### src/rtl/vend_pkg.sv
// Shared definitions for the vending controller: coin encodings, FSM states
// and coin/unit conversion helpers.
package vend_pkg;

  localparam logic [1:0] COIN_NONE = 2'b00;
  localparam logic [1:0] COIN_5    = 2'b01;
  localparam logic [1:0] COIN_10   = 2'b10;
  localparam logic [1:0] COIN_25   = 2'b11;

  typedef enum logic [1:0] {
    ST_COLLECT = 2'd0,
    ST_VEND    = 2'd1,
    ST_PAYOUT  = 2'd2
  } state_t;

  function automatic logic [3:0] coin_units(input logic [1:0] c);
    case (c)
      COIN_5:  return 4'd1;
      COIN_10: return 4'd2;
      COIN_25: return 4'd5;
      default: return 4'd0;
    endcase
  endfunction

  // Largest single coin that does not exceed the given amount (in 5c units).
  function automatic logic [1:0] largest_coin(input logic [3:0] units);
    if (units >= 4'd5)      return COIN_25;
    else if (units >= 4'd2) return COIN_10;
    else if (units != 4'd0) return COIN_5;
    else                    return COIN_NONE;
  endfunction

endpackage

### src/rtl/vend_coin_sel.sv
// Maps remaining change to the next hopper coin and the units it removes.
module vend_coin_sel
  import vend_pkg::*;
(
  input  logic [3:0] change,
  output logic [1:0] coin,
  output logic [3:0] dec
);

  always_comb begin
    coin = largest_coin(change);
    dec  = coin_units(coin);
  end

endmodule

### src/rtl/vend_ctrl.sv
// Vending sale/change sequencer: credit accumulation, vend handshake and
// coin-by-coin hopper payout. Optional idle auto-refund via VEND_CTRL_TIMEOUT_EN.
module vend_ctrl
  import vend_pkg::*;
#(
  parameter int unsigned PRICE   = 6,
  parameter int unsigned TIMEOUT = 255
) (
  input  logic       clk,
  input  logic       r,
  input  logic [1:0] coin,
  input  logic       cancel,
  input  logic       vend_ack,
  input  logic       hopper_ack,
  output logic [3:0] credit,
  output logic       vend_req,
  output logic       hopper_req,
  output logic [1:0] hopper_coin,
  output logic       coin_rej,
  output logic       busy
);

  localparam logic [3:0] PRICE_U = 4'(PRICE);

  state_t     state, state_n;
  logic [3:0] change, change_n;
  logic [3:0] credit_n;
  logic [3:0] sum;
  logic [3:0] hopper_dec;
  logic [1:0] coin_n;
  logic [3:0] dec_n;
  logic       eff_cancel;

`ifdef VEND_CTRL_TIMEOUT_EN
  localparam int unsigned TW = (TIMEOUT < 2) ? 1 : $clog2(TIMEOUT + 1);
  logic [TW-1:0] idle_cnt;
  logic          timeout_hit;

  assign timeout_hit = (state == ST_COLLECT) && (credit != '0) &&
                       (coin == COIN_NONE) && (idle_cnt == TW'(TIMEOUT));
  assign eff_cancel  = cancel | timeout_hit;

  always_ff @(posedge clk) begin
    if (r || state != ST_COLLECT || coin != COIN_NONE || credit == '0 || timeout_hit)
      idle_cnt <= '0;
    else
      idle_cnt <= idle_cnt + TW'(1);
  end
`else
  logic [31:0] timeout_unused;
  assign timeout_unused = TIMEOUT;
  assign eff_cancel     = cancel;
`endif

  assign sum = credit + coin_units(coin);

  always_comb begin
    state_n  = state;
    credit_n = credit;
    change_n = change;
    case (state)
      ST_COLLECT: begin
        // Coin is added before cancel is considered; a completed sale wins.
        if (coin != COIN_NONE) begin
          if (sum >= PRICE_U) begin
            change_n = sum - PRICE_U;
            credit_n = '0;
            state_n  = ST_VEND;
          end else if (eff_cancel) begin
            change_n = sum;
            credit_n = '0;
            state_n  = ST_PAYOUT;
          end else begin
            credit_n = sum;
          end
        end else if (eff_cancel && credit != '0) begin
          change_n = credit;
          credit_n = '0;
          state_n  = ST_PAYOUT;
        end
      end
      ST_VEND: begin
        if (vend_ack)
          state_n = (change != '0) ? ST_PAYOUT : ST_COLLECT;
      end
      ST_PAYOUT: begin
        if (hopper_ack) begin
          change_n = change - hopper_dec;
          if (change_n == '0)
            state_n = ST_COLLECT;
        end
      end
      default: state_n = ST_COLLECT;
    endcase
  end

  // Selection is made on the next-cycle change so hopper_coin is registered.
  vend_coin_sel u_coin_sel (
    .change (change_n),
    .coin   (coin_n),
    .dec    (dec_n)
  );

  always_ff @(posedge clk) begin
    if (r) begin
      state       <= ST_COLLECT;
      credit      <= '0;
      change      <= '0;
      hopper_dec  <= '0;
      vend_req    <= 1'b0;
      hopper_req  <= 1'b0;
      hopper_coin <= COIN_NONE;
      coin_rej    <= 1'b0;
      busy        <= 1'b0;
    end else begin
      state       <= state_n;
      credit      <= credit_n;
      change      <= change_n;
      vend_req    <= (state_n == ST_VEND);
      hopper_req  <= (state_n == ST_PAYOUT);
      hopper_coin <= (state_n == ST_PAYOUT) ? coin_n : COIN_NONE;
      hopper_dec  <= (state_n == ST_PAYOUT) ? dec_n : '0;
      coin_rej    <= (coin != COIN_NONE) && (state != ST_COLLECT);
      busy        <= (state_n != ST_COLLECT);
    end
  end

endmodule

### config.mk
export PLATFORM = sky130hd
export DESIGN_NAME = vend_ctrl
export DESIGN_NICKNAME = d
export VERILOG_FILES = /design/src/rtl/vend_pkg.sv /design/src/rtl/vend_coin_sel.sv /design/src/rtl/vend_ctrl.sv
export SDC_FILE = /design/constraint.sdc
export NUM_CORES = 1
export LEC_CHECK = 0
export CAP_MARGIN = 30
export CORE_MARGIN = 3
export CORE_UTILIZATION = 50
export CTS_CLUSTER_SIZE = 8
export DETAILED_ROUTE_END_ITERATION = 10
export GPL_TIMING_DRIVEN = 0
export PLACE_DENSITY_LB_ADDON = 0.2
export SLEW_MARGIN = 0
export SYNTH_ARGS = -nofsm -noshare
export SYNTH_HDL_FRONTEND = slang
export SYNTH_SLANG_ARGS = --single-unit
### constraint.sdc
create_clock -name clk -period 3.15 [get_ports clk]
set_input_delay 0.315 -clock clk [delete_from_list [all_inputs] [get_ports clk]]
set_output_delay 0.315 -clock clk [all_outputs]
set_load 0.01 [all_outputs]
[Yosys cells after proc, flatten, opt, wreduce, memory -nomap -nowiden]
Index checks and enable logic that the tools add are counted.
Cells by class
  add/sub/neg operators: 3
  magnitude comparators: 3
  equal/unequal tests: 10
  multiplexer cells: 24
  bitwise operators: 1
  reductions and logical operators: 13
Operators by type and width (number)
  4-bit two-way mux: 9
  2-bit two-way mux: 10
  3-bit case mux with 3 select lines: 2
  2-bit == test, second input constant: 6
  4-bit nonzero test: 3
  2-bit by 1-bit == test with 1-bit output, second input constant: 4
  4-bit by 3-bit greater-or-equal comparator with 1-bit output, second input constant: 2
  4-bit case mux with 2 select lines: 1
  2-bit nonzero test: 4
  2-bit case mux with 3 select lines: 1
  4-bit adder: 1
  4-bit by 2-bit greater-or-equal comparator with 1-bit output, second input constant: 1
  4-bit zero test: 1
  4-bit by 3-bit subtractor with 4-bit output, second input constant: 1
  4-bit subtractor: 1
  1-bit logical AND: 2
  2-bit zero test: 1
  2-bit AND reduction: 1
  2-bit OR reduction: 1
  1-bit two-way mux: 1
  1-bit inverter: 1
Storage, ports and cells
  register bits: 20
  input bits: 7
  output and inout bits: 10
  word-level logic and storage cells: 63

[Logic depth before layout (Yosys ltp)]
Gate-level depths: netlist of run 1.
  depth after elaboration: 13
  gate-level depth with buffers: 11
  mapped depth without buffers: 10

[Modules after synthesis]
Synthesis of run 1 repeated with hierarchy kept, for this count alone.
Unflattened totals
  cell total of the unflattened synthesis: 170
  area total of the unflattened synthesis: 1501.4 um^2
Modules (own cells, without submodules)
  vend_ctrl: times used 1, cells an instance 160, area each 1428.9 um^2, seq. area each 400.4 um^2
  vend_coin_sel: times used 1, cells an instance 10, area each 72.6 um^2, seq. area each 0.0 um^2

[Worst setup path before layout of run 1]
Ideal clock, no wire load.
  path kind: register to register
  start: reg credit[0]
  end: reg hopper_dec[1]
  library setup time: 0.116 ns
  arrival: 2.346 ns
  data required time: 3.034 ns
  path slack: 0.687 ns
  cell stages (with the launch flop): 10
  path buffers: 0
  period minus slack after synthesis: 2.463 ns
  cell sequence: dfxtp_1 -> ha_1 -> fa_1 -> xor2_1 -> nand2_1 -> o21ai_2 -> a311o_1 -> a311oi_2 -> nor3_1 -> o211a_1
Between the ends
  longest elaborated chain between the ends: 11
  elaborated cells on any way between the ends: 27
  those cells by class: 2 x add/sub; 3 x order compare; 4 x eq/ne; 13 x mux; 1 x bitwise; 4 x reduce/logical
RTL lines
  start: declaration: RTL line vend_ctrl.sv:15  | output logic [3:0] credit,
  start signal: assignment: RTL line vend_ctrl.sv:117  | credit <= credit_n;
  parallel branches: the longest is 11 deep, another holds 4-bit adder
  end signal: assignment: RTL line vend_ctrl.sv:122  | hopper_dec <= (state_n == ST_PAYOUT) ? dec_n : '0;
  end: declaration: RTL line vend_ctrl.sv:29  | logic [3:0] hopper_dec;
Several ways; the timed one is not identified.
A chain may end at the register's enable or synchronous reset.

[Worst setup path in the final report of run 1]
  start: in coin[0]
  end: reg hopper_dec[1]
Between the ends
  longest elaborated chain between the ends: 13
  elaborated cells on any way between the ends: 28
  those cells by class: 2 x add/sub; 3 x order compare; 7 x eq/ne; 12 x mux; 1 x bitwise; 3 x reduce/logical
RTL lines
  start: declaration: RTL line vend_ctrl.sv:11  | input logic [1:0] coin,
  parallel branches: the longest is 13 deep, another holds 4-bit adder
Several ways; the timed one is not identified.

==> results of run 1 <==
## cell type report
type	count	share of cell area
Sequential cell	18	0.257
Timing Repair Buffer	16	0.114
Buffer	5	0.0169
Multi-Input combinational cell	109	0.541
Tap cell	28	0.0250
Inverter	11	0.0294
Clock buffer	3	0.0161
## worst paths after layout
check	start	end	depth (start not counted)	slack (ns)
worst max-delay path	coin[0]	hopper_dec[1]$_SDFF_PP0_	11	0.25
worst min-delay path	r	change[0]$_SDFF_PP0_	2	0.63
worst max register to register	credit[0]$_SDFFE_PP0P_	hopper_dec[1]$_SDFF_PP0_	8	0.38
worst min register to register	credit[3]$_SDFFE_PP0P_	credit[3]$_SDFFE_PP0P_	2	0.64
## logic make-up (layout without fill, tap and decap cells)
group | Yosys count | in the layout | synth area share
AO/OA/AOI/OAI | 44 | 44 | 0.286
XOR/XNOR | 3 | 3 | 0.0222
adder cells (fa/ha/maj) | 9 | 9 | 0.108
buffers and inverters | 16 | 35 | 0.0549
flip-flops | 18 | 18 | 0.304
multiplexers | 2 | 2 | 0.0180
AND/OR/NAND/NOR | 51 | 51 | 0.207
## metrics by stage
stage / TNS (ns) / hold slack, ns / instances / instance area [um2] / setup slack, ns
6_report: 0 / 0.625 / 190 / 1400 / 0.254
4_1_cts: 0 / 0.620 / 190 / 1400 / 0.264
5_1_grt: 0 / 0.627 / 190 / 1400 / 0.104
2_1_floorplan: 0 / 0.387 / 143 / 1180 / 0.687
3_5_place_dp: -0.0364 / 0.620 / 187 / 1380 / -0.0364
3_3_place_gp: 0 / 0.613 / 187 / 1380 / 0.0265
## state kept, by name (all words and copies together), names as in the netlist
name and flops:
coin_rej 1, hopper_req 1, state 2, busy 1
vend_req 1, change 4, credit 4, hopper_dec 2
hopper_coin 2
## power by group through the flow
stage / Sequential (W) / Combinational (W) / Clock (W)
after floorplan: 0.000296 / 0.000217 / 0
after global placement: 0.000299 / 0.000307 / 0
after detailed placement: 0.000299 / 0.000316 / 0
after CTS: 0.000294 / 0.000319 / 0.000111
after global routing: 0.000300 / 0.000356 / 0.000121
final: 0.000294 / 0.000320 / 0.000108
## synth_stat cells (all sizes together) (2+ instances only)
library cell,number,area share
a22oi,4,0.025
inv,10,0.032
nor2b,5,0.026
o31ai,2,0.013
nand2,11,0.035
a311oi,3,0.027
a211oi,3,0.019
xor2,2,0.015
nand3,2,0.0084
a221oi,3,0.027
fa,2,0.034
nor2,18,0.057
ha,7,0.074
a31oi,4,0.021
nor3,4,0.017
dfxtp,18,0.30
and2,2,0.011
a21oi,8,0.034
or2,2,0.011
o21ai,8,0.037
o21a,2,0.013
or4,2,0.013
nor4,2,0.011
clkbuf,4,0.014
## per-layer routing
layer,track usage,share of wire,routed length [um]
met5,0,0,0
met3,0.0300,0.053,149
met2,0.325,0.47,1320
met1,0.319,0.46,1290
met4,0.0788,0.014,38
==> run metrics, run 1 <==
part of the Yosys area used for sequential elements 0.304; vias in the first global route a little over 1,000; multi-input gate area in the final layout between 700 and 800 um2; DPL Wire Length 2.20 mm; clock slew at reported path FFs about 0.09 ns; CTS resizes 0; Reg area roughly 360 um2; final hold violations 0; NetSw between 0.0002 and 0.0003 W; FFs w/ async S/R, synth 0; Clock Path Buffers 2; Max-cap violations 0; crit end category flop; CP max stage cell clkdlybuf4s50_1; EDFF count, synth 0; cell breakdown of the critical path clkdlybuf4s50_1 -> clkbuf_1 -> ha_1 -> fa_1 -> xor2_1 -> nand2_1 -> o21ai_2 -> a311o_1 -> a311oi_2 -> nor3_1 -> o211a_1; initial antenna violation count 0; largest net degree at the start of global routing 11; via total after detailed routing approximately 1,100; Die W 54.7 um; Design Power 0.000722 W; status finished, final reports clean; Slew Viols, Final 0; Tcrit/Tclk final 0.919; Skew-Pair Late Insertion Delay just under 0.3 ns; Layout area overhead 18.4%; Arr. time, crit path approximately 3.1 ns; TritonCTS Buffers 3; Worst EP required about 3.3 ns; Netlist cell types 44; most frequent cells in the layout nor2_1 (18), dfxtp_1 (18), clkdlybuf4s50_1 (16); die height around 55 um; type of origin of the critical path input pin; Pre-antenna DRT Iters 4; crit path kind input pin to flop; fill count roughly 210; GRT Total Usage 0.219; Comb pwr share 0.443; sequential power share 0.408; pwr/cell area about 510 nW/um2; Yosys reg bits 18; Final Core Density 0.628; gpl congestion slightly below 0.9; Mean Syn Cell Area slightly above 8 um2; port buffer count 16; CTS sink cnt 18; first-pass GRT wire length about 4.8 mm; CORE AREA 2230 um2; drt wl/cell 14.7 um; Internal about 0.00045 W; Root Buffer clkbuf_4; Vias/cell slightly below 6; GR Overflow Total 0; H-tree levels 1; n_diodes 0; Syn. warnings 0; Setup Skew between 0.004 and 0.005 ns; top_reg_cell synth dfxtp_1; type of the tightest min-delay check input pin to flop; die area about 3000 um2; RSZ-0062 raised after global routing false; I/O pin cnt 17; Sw Share 0.375; Initial Utilization 0.531; DRT iter0 DRCs 22; P_leak between 0.5 and 0.6 nW; worst-path maximum fanout 6; DRC Markers 0; IR drop worst, VDD 0.434 mV; Antenna Nets Post-Route 0; routed wire length approximately 2.8 mm; Buf/Inv on CP 2; critical path's largest stage delay 0.48 ns; Max Freq 0.345 GHz; Final #Nets 180; CP delay by family, top compound AO/OA/AOI/OAI gates; cts hold-fix bufs 0; share of cells above drive strength 1 0.0679; Synth Net Count roughly 160; clock group share of total power 0.149; Post-CTS Setup Bufs 0; site row count 17; synthesized cell area roughly 1200 um2; Slew @ Worst Pin about 0.63 ns; # setup viols final 0; fin crit period approximately 2.9 ns; TritonCTS clock tree built; relative slew slack 0.576; synthesized instance count around 140
Power figures use the tool's default switching activity.
==> run 2: changes to the inputs <==
--- a/config.mk
+++ b/config.mk
@@ -5,7 +5,6 @@
 export SDC_FILE = /design/constraint.sdc
 export NUM_CORES = 1
 export LEC_CHECK = 0
-export CAP_MARGIN = 30
 export CORE_MARGIN = 3
 export CORE_UTILIZATION = 50
 export CTS_CLUSTER_SIZE = 8
@@ -16,3 +15,4 @@
 export SYNTH_ARGS = -nofsm -noshare
 export SYNTH_HDL_FRONTEND = slang
 export SYNTH_SLANG_ARGS = --single-unit
+export TNS_END_PERCENT = 30
==> results of run 2 <==
Final layout, timing and power as in run 1 (identical DEF).
==> patch: new RTL, settings of run 2 <==
Build with the macro `VEND_CTRL_TIMEOUT_EN` defined.
--- a/src/rtl/vend_ctrl.sv
+++ b/src/rtl/vend_ctrl.sv
@@ -1,5 +1,7 @@
 // Vending sale/change sequencer: credit accumulation, vend handshake and
 // coin-by-coin hopper payout. Optional idle auto-refund via VEND_CTRL_TIMEOUT_EN.
+`define VEND_CTRL_TIMEOUT_EN
+
 module vend_ctrl
   import vend_pkg::*;
 #(
Check against the original RTL: no difference found for any inputs over 10 cycles, from zero or initial values; that may be too few to reach the edited logic, so the function may still have changed.
==> patch against run 2 <==
Design area grew 36%; sequential share of layout area grew 1.5 points; total power grew 42%; sequential cell count grew 8; worst setup slack lost 0.0080 ns; routed wire length grew 38%; register-to-register slack gained 0.06 ns; combinational power grew 26%; synthesized area grew 39%; critical endpoint is now hopper_coin[1].
==> patch: results (changes against run 2) <==
{| class="wikitable"
! Metric !! Value
|-
| Sequential cell area fraction in the yosys report || 31.52% (+1.1 points)
|-
| Share of total power in sequential cells || 38.5% (-2.3 points)
|-
| Switching power of the nets || 0.0003476 W (+28%)
|-
| Post-place instance area || 1847 um2 (+34%)
|-
| Multiplexer share of the synthesized area || 1.894% (+0.099 points)
|-
| Total Wirelength || 3847 um (+38%)
|-
| Met1 wire length || 1848 um (+44%)
|-
| Global placement routability congestion || 0.9139 (+2.6%)
|-
| Leading cell types by total area after synthesis || dfxtp_1 (32%), ha_1 (6.1%), nor2_1 (5.2%)
|-
| Post-placement cell count || 252 (+35%)
|-
| Met1 layer usage reported by global route || 28.79% (-3.1 points)
|-
| Non-clock inverter total of the final layout || 9 (-2)
|-
| Cell count after synthesis || 194 (+36%)
|-
| Layout buffer count excluding clock buffers || 24 (+14%)
|-
| Met3 Resource Use GR || 3.030% (+0.033 points)
|-
| Minimum setup slack among reg-to-reg paths || 0.44 ns (+0.06 ns)
|-
| Count of port buffers added during placement || 14 (-2)
|-
| Proportion of layout cells with a drive suffix above 1 || 9.906% (+3.1 points)
|-
| Outcome || finished clean
|-
| R2R cell count || 9 (+1)
|-
| Core box area || 3103 um2 (+39%)
|-
| Total clock network power || 0.000225 W (+110%)
|-
| Count of fill cells added during filler insertion || 301 (+44%)
|-
| Post-Synth Adder-Cell Area || 8.485% (-2.3 points)
|-
| Largest clock skew in the final design || 0.003108 ns (-0.0009361 ns)
|-
| Start point of the worst hold path || idle_cnt[0]
|-
| Int Pwr || 0.0006766 W (+50%)
|-
| Reg2reg end || hopper_coin[1]
|-
| Fraction of area in clock buffers and inverters || 2.747% (+1.1 points)
|-
| Total leakage power || 0.7258 nW (+29%)
|-
| Number of instances on the worst hold path || 1 (-1)
|-
| Gr usage total || 20.81% (-1.1 points)
|-
| Mapped Nets || 211 (+33%)
|-
| Via count of the routed design || 1519 (+35%)
|-
| Hold slack || 0.5219 ns (-0.1033 ns)
|-
| Final setup slack of the worst path || 0.2463 ns (-0.007975 ns)
|-
| #MultiIn Comb || 149 (+37%)
|-
| Share of the synthesized netlist area taken by xor and xnor gates || 5.303% (+3.1 points)
|-
| Routed length on met3 || 162 um (+8.7%)
|-
| Hpwl dp || 3021 um (+37%)
|-
| Routed wirelength normalized by instance count || 15.03 um (+2.1%)
|-
| CP Data Arrival Time || 3.16 ns (+0.08 ns)
|-
| Clock edge transition at the registers on the reported setup and hold paths || 0.14 ns (+0.05 ns)
|-
| Worst min path class || reg -> reg
|}
-- patch: changes by cell type after synthesis, sizes merged, moves of 3 or more --
| cell | before | now |
|---|---|---|
| nor2 | 18 | 23 |
| a221oi | 3 | 0 |
| dfxtp | 18 | 26 |
| xor2 | 2 | 7 |
| a31oi | 4 | 7 |
| nand2b | 0 | 4 |
| o22ai | 0 | 4 |
| a311oi | 3 | 0 |
| nor4 | 2 | 5 |
| clkbuf | 4 | 8 |
| nand4 | 0 | 3 |
| nand3 | 2 | 6 |
-- patch: worst max-delay path, stage by stage --
cell             delay (ns)
clkdlybuf4s50_1        0.50
clkbuf_1               0.14
ha_1                   0.21
fa_1                   0.41
xor2_2                 0.21
ha_1                   0.24
nor2_1                 0.10
nand3_1                0.08
mux2_2                 0.32
a21oi_1                0.15
o221ai_1               0.25
a31oi_1                0.23
